File: config.mk
export PLATFORM = sky130hd
export DESIGN_NAME = lstm_step_sequencer
export DESIGN_NICKNAME = d
export VERILOG_FILES = /design/src/rtl/lstm_step_sequencer_pkg.sv /design/src/rtl/lstm_state_buf.sv /design/src/rtl/lstm_step_sequencer.sv
export SDC_FILE = /design/constraint.sdc
export NUM_CORES = 2
export LEC_CHECK = 0
export ABC_AREA = 1
export CORE_ASPECT_RATIO = 1.4
export CORE_MARGIN = 10
export CORE_UTILIZATION = 50
export DETAILED_ROUTE_END_ITERATION = 6
export PLACE_DENSITY = 0.71
export SLEW_MARGIN = 20
export SYNTH_ARGS = -nofsm -noshare
export SYNTH_HDL_FRONTEND = slang
export SYNTH_HIERARCHICAL = 1
export SYNTH_SLANG_ARGS = --single-unit
File: constraint.sdc
create_clock -name clk -period 2.6 [get_ports clk]
set_clock_uncertainty 0.15 [all_clocks]
set_input_delay 0.26 -clock clk [delete_from_list [all_inputs] [get_ports clk]]
set_output_delay 0.26 -clock clk [all_outputs]
set_load 0.01 [all_outputs]
File: src/rtl/lstm_step_sequencer_pkg.sv
// Shared types and widths for the LSTM step sequencer: FSM states and index/step counter widths.
package lstm_step_sequencer_pkg;

    localparam int INPUT_SIZE_DEF   = 26;
    localparam int ALL_CELL_NUM_DEF = 30;
    localparam int UNITS_NUM_DEF    = 5;
    localparam int D_WL_DEF         = 22;
    localparam int SEQ_LEN_DEF      = 16;

    localparam int IDX_W  = $clog2(INPUT_SIZE_DEF + ALL_CELL_NUM_DEF);
    localparam int STEP_W = $clog2(SEQ_LEN_DEF);
    localparam int HSEL_W = $clog2(ALL_CELL_NUM_DEF);

    typedef enum logic [2:0] {
        ST_IDLE,
        ST_FEED_X,
        ST_FEED_H,
        ST_WAIT,
        ST_UPDATE
    } state_t;

endpackage

File: src/rtl/lstm_state_buf.sv
// Recurrent state storage: committed h/c registers, capture registers with "got" flags, indexed h read.
// Capture only while enabled; commit copies captured values into the committed state in one cycle.
module lstm_state_buf
    import lstm_step_sequencer_pkg::*;
#(
    parameter int ALL_CELL_NUM = ALL_CELL_NUM_DEF,
    parameter int UNITS_NUM    = UNITS_NUM_DEF,
    parameter int D_WL         = D_WL_DEF
) (
    input  logic                        clk,
    input  logic                        rst_n,
    input  logic                        clear,
    input  logic                        cap_en,
    input  logic                        commit,
    input  logic [UNITS_NUM*D_WL-1:0]   c_o,
    input  logic                        c_o_valid,
    input  logic [ALL_CELL_NUM*D_WL-1:0] h_all,
    input  logic                        h_all_valid,
    input  logic [HSEL_W-1:0]           rd_sel,
    output logic [D_WL-1:0]             rd_dat,
    output logic [UNITS_NUM*D_WL-1:0]   c_reg,
    output logic                        both_ready
);

    logic [ALL_CELL_NUM*D_WL-1:0] h_reg;
    logic [ALL_CELL_NUM*D_WL-1:0] h_cap;
    logic [UNITS_NUM*D_WL-1:0]    c_cap;
    logic                         got_c;
    logic                         got_h;

    always_ff @(posedge clk or negedge rst_n) begin
        if (!rst_n) begin
            h_reg <= '0;
            h_cap <= '0;
            c_reg <= '0;
            c_cap <= '0;
            got_c <= 1'b0;
            got_h <= 1'b0;
        end else if (clear) begin
            h_reg <= '0;
            h_cap <= '0;
            c_reg <= '0;
            c_cap <= '0;
            got_c <= 1'b0;
            got_h <= 1'b0;
        end else begin
            if (cap_en && c_o_valid) begin
                c_cap <= c_o;
                got_c <= 1'b1;
            end
            if (cap_en && h_all_valid) begin
                h_cap <= h_all;
                got_h <= 1'b1;
            end
            if (commit) begin
                h_reg <= h_cap;
                c_reg <= c_cap;
                got_c <= 1'b0;
                got_h <= 1'b0;
            end
        end
    end

    // Counting a pulse arriving this cycle lets the FSM leave WAIT right after the last capture.
    assign both_ready = cap_en && (got_c || c_o_valid) && (got_h || h_all_valid);
    assign rd_dat     = h_reg[rd_sel*D_WL +: D_WL];

endmodule

File: src/rtl/lstm_step_sequencer.sv
// Streams INPUT_SIZE external words then the stored hidden vector per timestep; closes the recurrent loop.
// x lags an x_in accept by one cycle; FEED_H is gapless; x_in_ready only in FEED_X.
module lstm_step_sequencer
    import lstm_step_sequencer_pkg::*;
#(
    parameter int INPUT_SIZE   = INPUT_SIZE_DEF,
    parameter int ALL_CELL_NUM = ALL_CELL_NUM_DEF,
    parameter int UNITS_NUM    = UNITS_NUM_DEF,
    parameter int D_WL         = D_WL_DEF,
    parameter int SEQ_LEN      = SEQ_LEN_DEF
) (
    input  logic                         clk,
    input  logic                         rst_n,
    input  logic                         start,
    input  logic [D_WL-1:0]              x_in,
    input  logic                         x_in_valid,
    output logic                         x_in_ready,
    output logic [D_WL-1:0]              x,
    output logic                         lstm_in_valid,
    output logic [IDX_W-1:0]             elem_idx,
    output logic [UNITS_NUM*D_WL-1:0]    pre_c,
    input  logic [UNITS_NUM*D_WL-1:0]    c_o,
    input  logic                         c_o_valid,
    input  logic [ALL_CELL_NUM*D_WL-1:0] h_all,
    input  logic                         h_all_valid,
    output logic [STEP_W-1:0]            step_cnt,
    output logic                         busy,
    output logic                         seq_done,
    output logic                         protocol_err
);

    localparam logic [IDX_W-1:0]  LAST_X_IDX = IDX_W'(INPUT_SIZE - 1);
    localparam logic [IDX_W-1:0]  LAST_IDX   = IDX_W'(INPUT_SIZE + ALL_CELL_NUM - 1);
    localparam logic [STEP_W-1:0] LAST_STEP  = STEP_W'(SEQ_LEN - 1);

    state_t            state_q;
    state_t            state_d;
    logic [IDX_W-1:0]  idx_q;
    logic [HSEL_W-1:0] rd_sel;
    logic [D_WL-1:0]   h_word;
    logic              both_ready;
    logic              seq_clear;
    logic              last_step;

    assign seq_clear = (state_q == ST_IDLE) && start;
    assign last_step = (step_cnt == LAST_STEP);
    assign rd_sel    = HSEL_W'(idx_q - IDX_W'(INPUT_SIZE));

    lstm_state_buf #(
        .ALL_CELL_NUM (ALL_CELL_NUM),
        .UNITS_NUM    (UNITS_NUM),
        .D_WL         (D_WL)
    ) u_state_buf (
        .clk         (clk),
        .rst_n       (rst_n),
        .clear       (seq_clear),
        .cap_en      (state_q == ST_WAIT),
        .commit      (state_q == ST_UPDATE),
        .c_o         (c_o),
        .c_o_valid   (c_o_valid),
        .h_all       (h_all),
        .h_all_valid (h_all_valid),
        .rd_sel      (rd_sel),
        .rd_dat      (h_word),
        .c_reg       (pre_c),
        .both_ready  (both_ready)
    );

    always_ff @(posedge clk or negedge rst_n) begin
        if (!rst_n) begin
            state_q <= ST_IDLE;
        end else begin
            state_q <= state_d;
        end
    end

    always_comb begin
        state_d    = state_q;
        x_in_ready = 1'b0;
        busy       = 1'b1;
        case (state_q)
            ST_IDLE: begin
                busy = 1'b0;
                if (start) state_d = ST_FEED_X;
            end
            ST_FEED_X: begin
                x_in_ready = 1'b1;
                if (x_in_valid && idx_q == LAST_X_IDX) state_d = ST_FEED_H;
            end
            ST_FEED_H: begin
                if (idx_q == LAST_IDX) state_d = ST_WAIT;
            end
            ST_WAIT: begin
                if (both_ready) state_d = ST_UPDATE;
            end
            ST_UPDATE: begin
                state_d = last_step ? ST_IDLE : ST_FEED_X;
            end
            default: state_d = ST_IDLE;
        endcase
    end

    always_ff @(posedge clk or negedge rst_n) begin
        if (!rst_n) begin
            idx_q         <= '0;
            x             <= '0;
            elem_idx      <= '0;
            lstm_in_valid <= 1'b0;
            step_cnt      <= '0;
            seq_done      <= 1'b0;
            protocol_err  <= 1'b0;
        end else begin
            seq_done      <= 1'b0;
            lstm_in_valid <= 1'b0;
            // A stray pulse in the start cycle still flags, so the set wins over the clear.
            if (seq_clear) protocol_err <= 1'b0;
            if ((c_o_valid || h_all_valid) && state_q != ST_WAIT) protocol_err <= 1'b1;
            case (state_q)
                ST_IDLE: begin
                    if (start) begin
                        idx_q    <= '0;
                        step_cnt <= '0;
                    end
                end
                ST_FEED_X: begin
                    if (x_in_valid) begin
                        x             <= x_in;
                        elem_idx      <= idx_q;
                        lstm_in_valid <= 1'b1;
                        idx_q         <= idx_q + 1'b1;
                    end
                end
                ST_FEED_H: begin
                    x             <= h_word;
                    elem_idx      <= idx_q;
                    lstm_in_valid <= 1'b1;
                    if (idx_q != LAST_IDX) idx_q <= idx_q + 1'b1;
                end
                ST_UPDATE: begin
                    idx_q <= '0;
                    if (last_step) begin
                        seq_done <= 1'b1;
                        step_cnt <= '0;
                    end else begin
                        step_cnt <= step_cnt + 1'b1;
                    end
                end
                default: ;
            endcase
        end
    end

endmodule

-- Word level (Yosys, flattened, before mapping)
Cells that the tools add are included.
- order comparisons: 0
- bitwise gates (word level): 0
- add/sub/neg operators: 3
- $mul: 1
- multiplexer cells: 39
- equal/unequal tests: 15
- shift-type cells: 1
- divide/modulo/power cells: 0
- reductions and logical operators: 24
- operator list (cell ; count):
    $mux W660 ; 4
    $shiftx A660 B11 Y22 ; 1
    $mux W110 ; 4
    $pmux W22 S2 ; 1
    $mux W6 ; 4
    $pmux W6 S4 ; 1
    $mux W22 ; 1
    $pmux W3 S5 ; 1
    $mux W1 ; 14
    $mux W3 ; 4
    $ne A2 B2 Y1 const B ; 6
    $pmux W6 S2 ; 1
    $reduce_bool A2 Y1 ; 6
    $mul A5 B4 Y9 const B ; 1
    $mux W4 ; 2
    $pmux W4 S2 ; 1
    $reduce_and A4 Y1 ; 2
    $logic_and A1 B1 Y1 ; 7
    $add A6 B1 Y6 const B ; 1
    $eq A3 B2 Y1 const B ; 2
    $eq A6 B5 Y1 const B ; 1
    $eq A6 B6 Y1 const B ; 1
    $ne A6 B6 Y1 const B ; 1
    $reduce_bool A3 Y1 ; 2
    other kinds (11) ; 14
- bits in latches: 0
- memory bits (writable): 0
- logic and storage cells: 97
- output and inout port bits: 147
- memory bits (read-only): 0
- register bits: 1586
- input bits: 798
- memories: 0

-- Logic depth before layout (Yosys ltp)
- word-level depth: 5
- gate-level depth with buffers: 17
- gate-level depth less buffers: 15

-- Cells and area by module
Netlist, hierarchy kept.
- modules (own cells, without submodules) (module ; area each (um2) ; times used ; cells each ; sequential area each (um2)):
    lstm_state_buf ; 64300.4 ; 1 ; 7210 ; 38587.0
    lstm_step_sequencer ; 2377.3 ; 1 ; 326 ; 1101.1

-- Worst setup path after synthesis
OpenSTA, ideal clock, no wires.
- kind: register -> register
- start point: register idx_q[1]
- end point: register x[20]
- setup time: 0.117 ns
- required time: 2.333 ns
- path buffers: 3
- slack: 0.427 ns
- arrival: 1.906 ns
- period minus slack after synthesis: 2.173 ns
- cell stages (with the launch flop): 17
- path through: dfrtp_1 -> inv_1 -> ha_1 -> inv_1 -> buf_4 -> nand2_4 -> inv_2 -> buf_2 -> buf_2 -> a21oi_1 -> nand3_1 -> nand3_1 -> nand2_1 -> nand2_1 -> nand2_1 -> nand2_1 -> o21ai_2
- longest elaborated chain between the ends: 4
- RTL lines (item ; RTL line ; RTL):
    start, declared ; lstm_step_sequencer.sv:38 ; logic [IDX_W-1:0] idx_q;
    start signal, assigned ; lstm_step_sequencer.sv:130 ; idx_q <= idx_q + 1'b1;
    start signal, assigned ; lstm_step_sequencer.sv:137 ; if (idx_q != LAST_IDX) idx_q <= idx_q + 1'b1;
    $sub A5 B5 Y5 ; lstm_step_sequencer.sv:47 ; assign rd_sel = HSEL_W'(idx_q - IDX_W'(INPUT_SIZE));
    via rd_sel[1] ; lstm_step_sequencer.sv:39 ; logic [HSEL_W-1:0] rd_sel;
    $mul A5 B4 Y9 ; lstm_state_buf.sv:66 ; assign rd_dat = h_reg[rd_sel*D_WL +: D_WL];
    $shiftx A660 B11 Y22 ; lstm_state_buf.sv:66 ;
    via h_word[20] ; lstm_step_sequencer.sv:40 ; logic [D_WL-1:0] h_word;
    $pmux W22 S2 ; lstm_step_sequencer.sv:118 ; case (state_q)
    end signal, assigned ; lstm_step_sequencer.sv:127 ; x <= x_in;
    end signal, assigned ; lstm_step_sequencer.sv:134 ; x <= h_word;
    end, declared ; lstm_step_sequencer.sv:18 ; output logic [D_WL-1:0] x,
The timed path passes the listed nets, and every way through them passes these cells.
A chain may end at the register's enable or synchronous reset.

-- Final worst setup path
- start point: register idx_q[0]
- end point: register x[13]
- longest elaborated chain between the ends: 4
- RTL lines (item ; RTL line):
    $sub A5 B5 Y5 ; lstm_step_sequencer.sv:47
    $mul A5 B4 Y9 ; lstm_state_buf.sv:66
    $shiftx A660 B11 Y22 ; lstm_state_buf.sv:66
    via h_word[13] ; lstm_step_sequencer.sv:40
    $pmux W22 S2 ; lstm_step_sequencer.sv:118
The timed path passes the listed nets, and every way through them passes these cells.

==> summary.txt <==
H-tree Lvls: 4
ANT nets after route: 0
CP Capture Type: flop
Synth Instances: 7536
Post-DP HPWL: 198000 microns
Layout cell share with drive strength beyond 1: 6.73%
CTS Sinks: 1586
Main combinational cell family by area after synthesis: simple AND/OR/NAND/NOR gates
Compound-gate portion of the synthesized area: 14.6%
Worst Tran Pin Value: 0.876 ns
WP data required: 3.18 ns
CP Max Fanout: 54
Main area contributors after synthesis: dfrtp_1 (60%), o21ai_0 (11%), nand3_1 (8.2%)
CP max-delay cell: dfrtp_4
Tmin final: 2.56 ns
Outcome: complete, but fails checks
CTS Buffer Depth: 3
Simple-gate area share of the yosys netlist: 16.1%
Hold Crit Depth: 3
Vias/cell: 5.76
Final Net Count: 9923
CTS clk-pin slew, worst paths: 0.06 ns
Syn_nets: 8339
Largest net degree at the start of global routing: 125
DR pass1 iterations: 7
Routability congestion estimate: 0.959
Max-cap violations: 0
Final setup TNS: 0 ns
Global-route wire length before repair: 421000 microns
Startpoint Class: flop
Maximum vdd drop: 1.08 mV
Clock latency on the worst-skew pair: 0.82 ns
Post-Syn Area: 66700 sq um
Levels on crit path: 13
Worst path buffer plus inverter count: 3
Mux cell area share after synthesis: 0%
Reg2Reg Depth: 13
Synth-to-Final Area Change: 38.3%
Failing checks: DRC
CTS tree: done
Drc violations: 6
Final period utilization: 98.4%
Final setup viols: 0
Vias after detailed routing: 63600
Power per cell area: 1090 nW/um^2
Routed wire length: 285000 microns
Clk root buf: clkbuf_16
Post-synth cell types: 31
Setup bufs post-CTS: 0
Seq/Total Area, Yosys: 59.5%
EDFF count, synth: 0
Synth top area share: 59.5%
Synth Area in Adders: 0.0938%
Fin util: 69.6%
Initial antenna violation count: 45
Starting Density: 50.3%
Vias in the first global route: 64700
Avg WL per Cell: 25.8 microns
Max-slew violation count: 0
Slew margin rel.: 41.5%
Synth Area in XOR/XNOR: 0.0394%
Cell taking the most area after synthesis: dfrtp_1
Top cell family by delay on the critical path: simple AND/OR/NAND/NOR gates
Fin. Hold Viols: 0
Pwr Total: 100 mW
Core Rows: 158
Critical path data arrival time: 3.14 ns
Die Wd: 329 microns
Async set-or-reset flop fraction in the synthesized netlist: 100%
Core area: 132000 sq um
HP Class: in -> reg
RSZ-0062 raised after global routing: yes
Worst path cell trace: buf_12 > inv_6 > buf_12 > nand2_1 > nand3_1 > nand3_1 > nand3_1 > nand3_1 > nand2_1 > nand2_1 > nand2_1 > nand2_1 > o21ai_0
PortBufs: 944
Critical Path Most Common Cell: nand2_1
Num CTS Buffers: 153
Fill cells: 9724
Fmax: 0.391 GHz
Die area: 149000 sq um
Setup CP Type: reg -> reg
Dominant synthesized flop cell: dfrtp_1
Leak: 41.0 nW
DR iter-0 viols: 7021
Die height: 452 microns
Syn. warnings: 6
Overall Global Routing Usage: 37.6%
Slowest stage delay, CP: 0.56 ns
GR Overflow Total: 0
Avg Cell Area, Syn: 8.85 sq um
I/O pins: 945
Seq cells post-synth: 1586
stage by stage:
stage          hold slack [ns]  std cells  worst slack (ns)  area, sq um
2_1_floorplan           -0.186       7536             0.427        66700
3_3_place_gp            0.0543      10000           0.00130        79800
3_5_place_dp            0.0570      10000           0.00685        79800
4_1_cts               0.000521      11000            0.0422        92100
5_1_grt                 0.0207      11000          -0.00308        92200
6_report               0.00652      11000            0.0428        92200
cell usage after synthesis, types with 9 or more instances:
| master | number |
|---|---|
| nand2_1 | 1334 |
| o21ai_0 | 1426 |
| o211ai_1 | 68 |
| a21oi_1 | 80 |
| dfrtp_1 | 1586 |
| buf_2 | 153 |
| buf_4 | 38 |
| buf_1 | 50 |
| buf_6 | 9 |
| clkbuf_1 | 316 |
| nand3_1 | 1094 |
| inv_1 | 1034 |
| nor2_1 | 46 |
| o22ai_1 | 212 |
| o21ai_1 | 46 |
cell families (layout without fill, tap and decap cells):
kind of cell | Yosys count | count (layout)
adders and majority gates | 5 | 5
and+or+nand+nor | 2487 | 2487
buffers and inverters | 1611 | 3314
DFF | 1586 | 1586
other | 0 | 37
AOI/OAI and AO/OA | 1844 | 1844
xor gates and xnor gates | 3 | 3
where the power goes:
part | total (mW) | internal, mW | switching (mW)
Combinational | 38.8 | 12.9 | 25.9
Clock | 23.1 | 13.2 | 9.90
Sequential | 38.3 | 34.1 | 4.19
cell usage in the layout, fill, tap and decap left out, drive strengths merged:
cell type         n
buf             346
a22o              1
o221a             1
clkinvlp          7
nor2             46
xor2              1
o21ai          1479
dfrtp          1586
bufinv           13
nor3              7
o211ai           68
dlygate4sd2       1
inv            1045
o31ai             2
diode            37
o21bai            1
clkdlybuf4s50   941
xnor2             2
o22ai           212
nand4             1
clkbuf          221
nand3          1094
dlygate4sd3     708
clkdlybuf4s15     1
nand2          1339
a21oi            80
clkinv           31
ha                5
layer usage:
metal,GRT usage (%),part of all wire (%),vias to the layer above
met5,0,0.036,-
met4,23.5,7.4,16
met3,9.16,8.8,835
met2,60.2,47,3528
met1,45.5,36,31400
li1,-,-,27800
final cells by class:
class,instances,area [sq um],share of cell area (%)
multi-input combinational,4339,20600,22.4
timing repair buffer,1997,20500,22.3
antenna,37,92.6,0.100
tap,1760,2200,2.39
clock buffer,221,4440,4.82
inverter,1043,3950,4.29
clock inverter,53,679,0.737
sequential,1586,39700,43.1
what timing repair did:
action                     in CTS  in global routing
hold endpoints to repair     2287                  0
gates cloned                    0                  0
setup endpoints to repair       3                  5
hold buffers                  709                  0
gates resized for setup         5                  7
final timing paths:
kind	start	to	slack, ns
max reg2reg	idx_q[0]$_DFFE_PN0P_	x[13]$_DFFE_PN0P_	0.04
min	h_all[167]	u_state_buf/h_cap[167]$_DFFE_PN0P_	0.007
min in group asynchronous	rst_n	u_state_buf/h_cap[247]$_DFFE_PN0P_	0.11
max in group asynchronous	rst_n	u_state_buf/h_cap[539]$_DFFE_PN0P_	1.54
min reg2reg	u_state_buf/c_reg[78]$_DFFE_PN0N_	u_state_buf/c_reg[78]$_DFFE_PN0N_	0.33
max	idx_q[0]$_DFFE_PN0P_	x[13]$_DFFE_PN0P_	0.04
worst reg2reg max path, cell delays in order (launching register included):
cell	delay (ns)
dfrtp_4	0.56
buf_12	0.18
inv_6	0.08
buf_12	0.27
nand2_1	0.15
nand3_1	0.09
nand3_1	0.28
nand3_1	0.27
nand3_1	0.13
nand2_1	0.08
nand2_1	0.05
nand2_1	0.06
nand2_1	0.04
o21ai_0	0.07
Power figures use the tool's default switching activity.
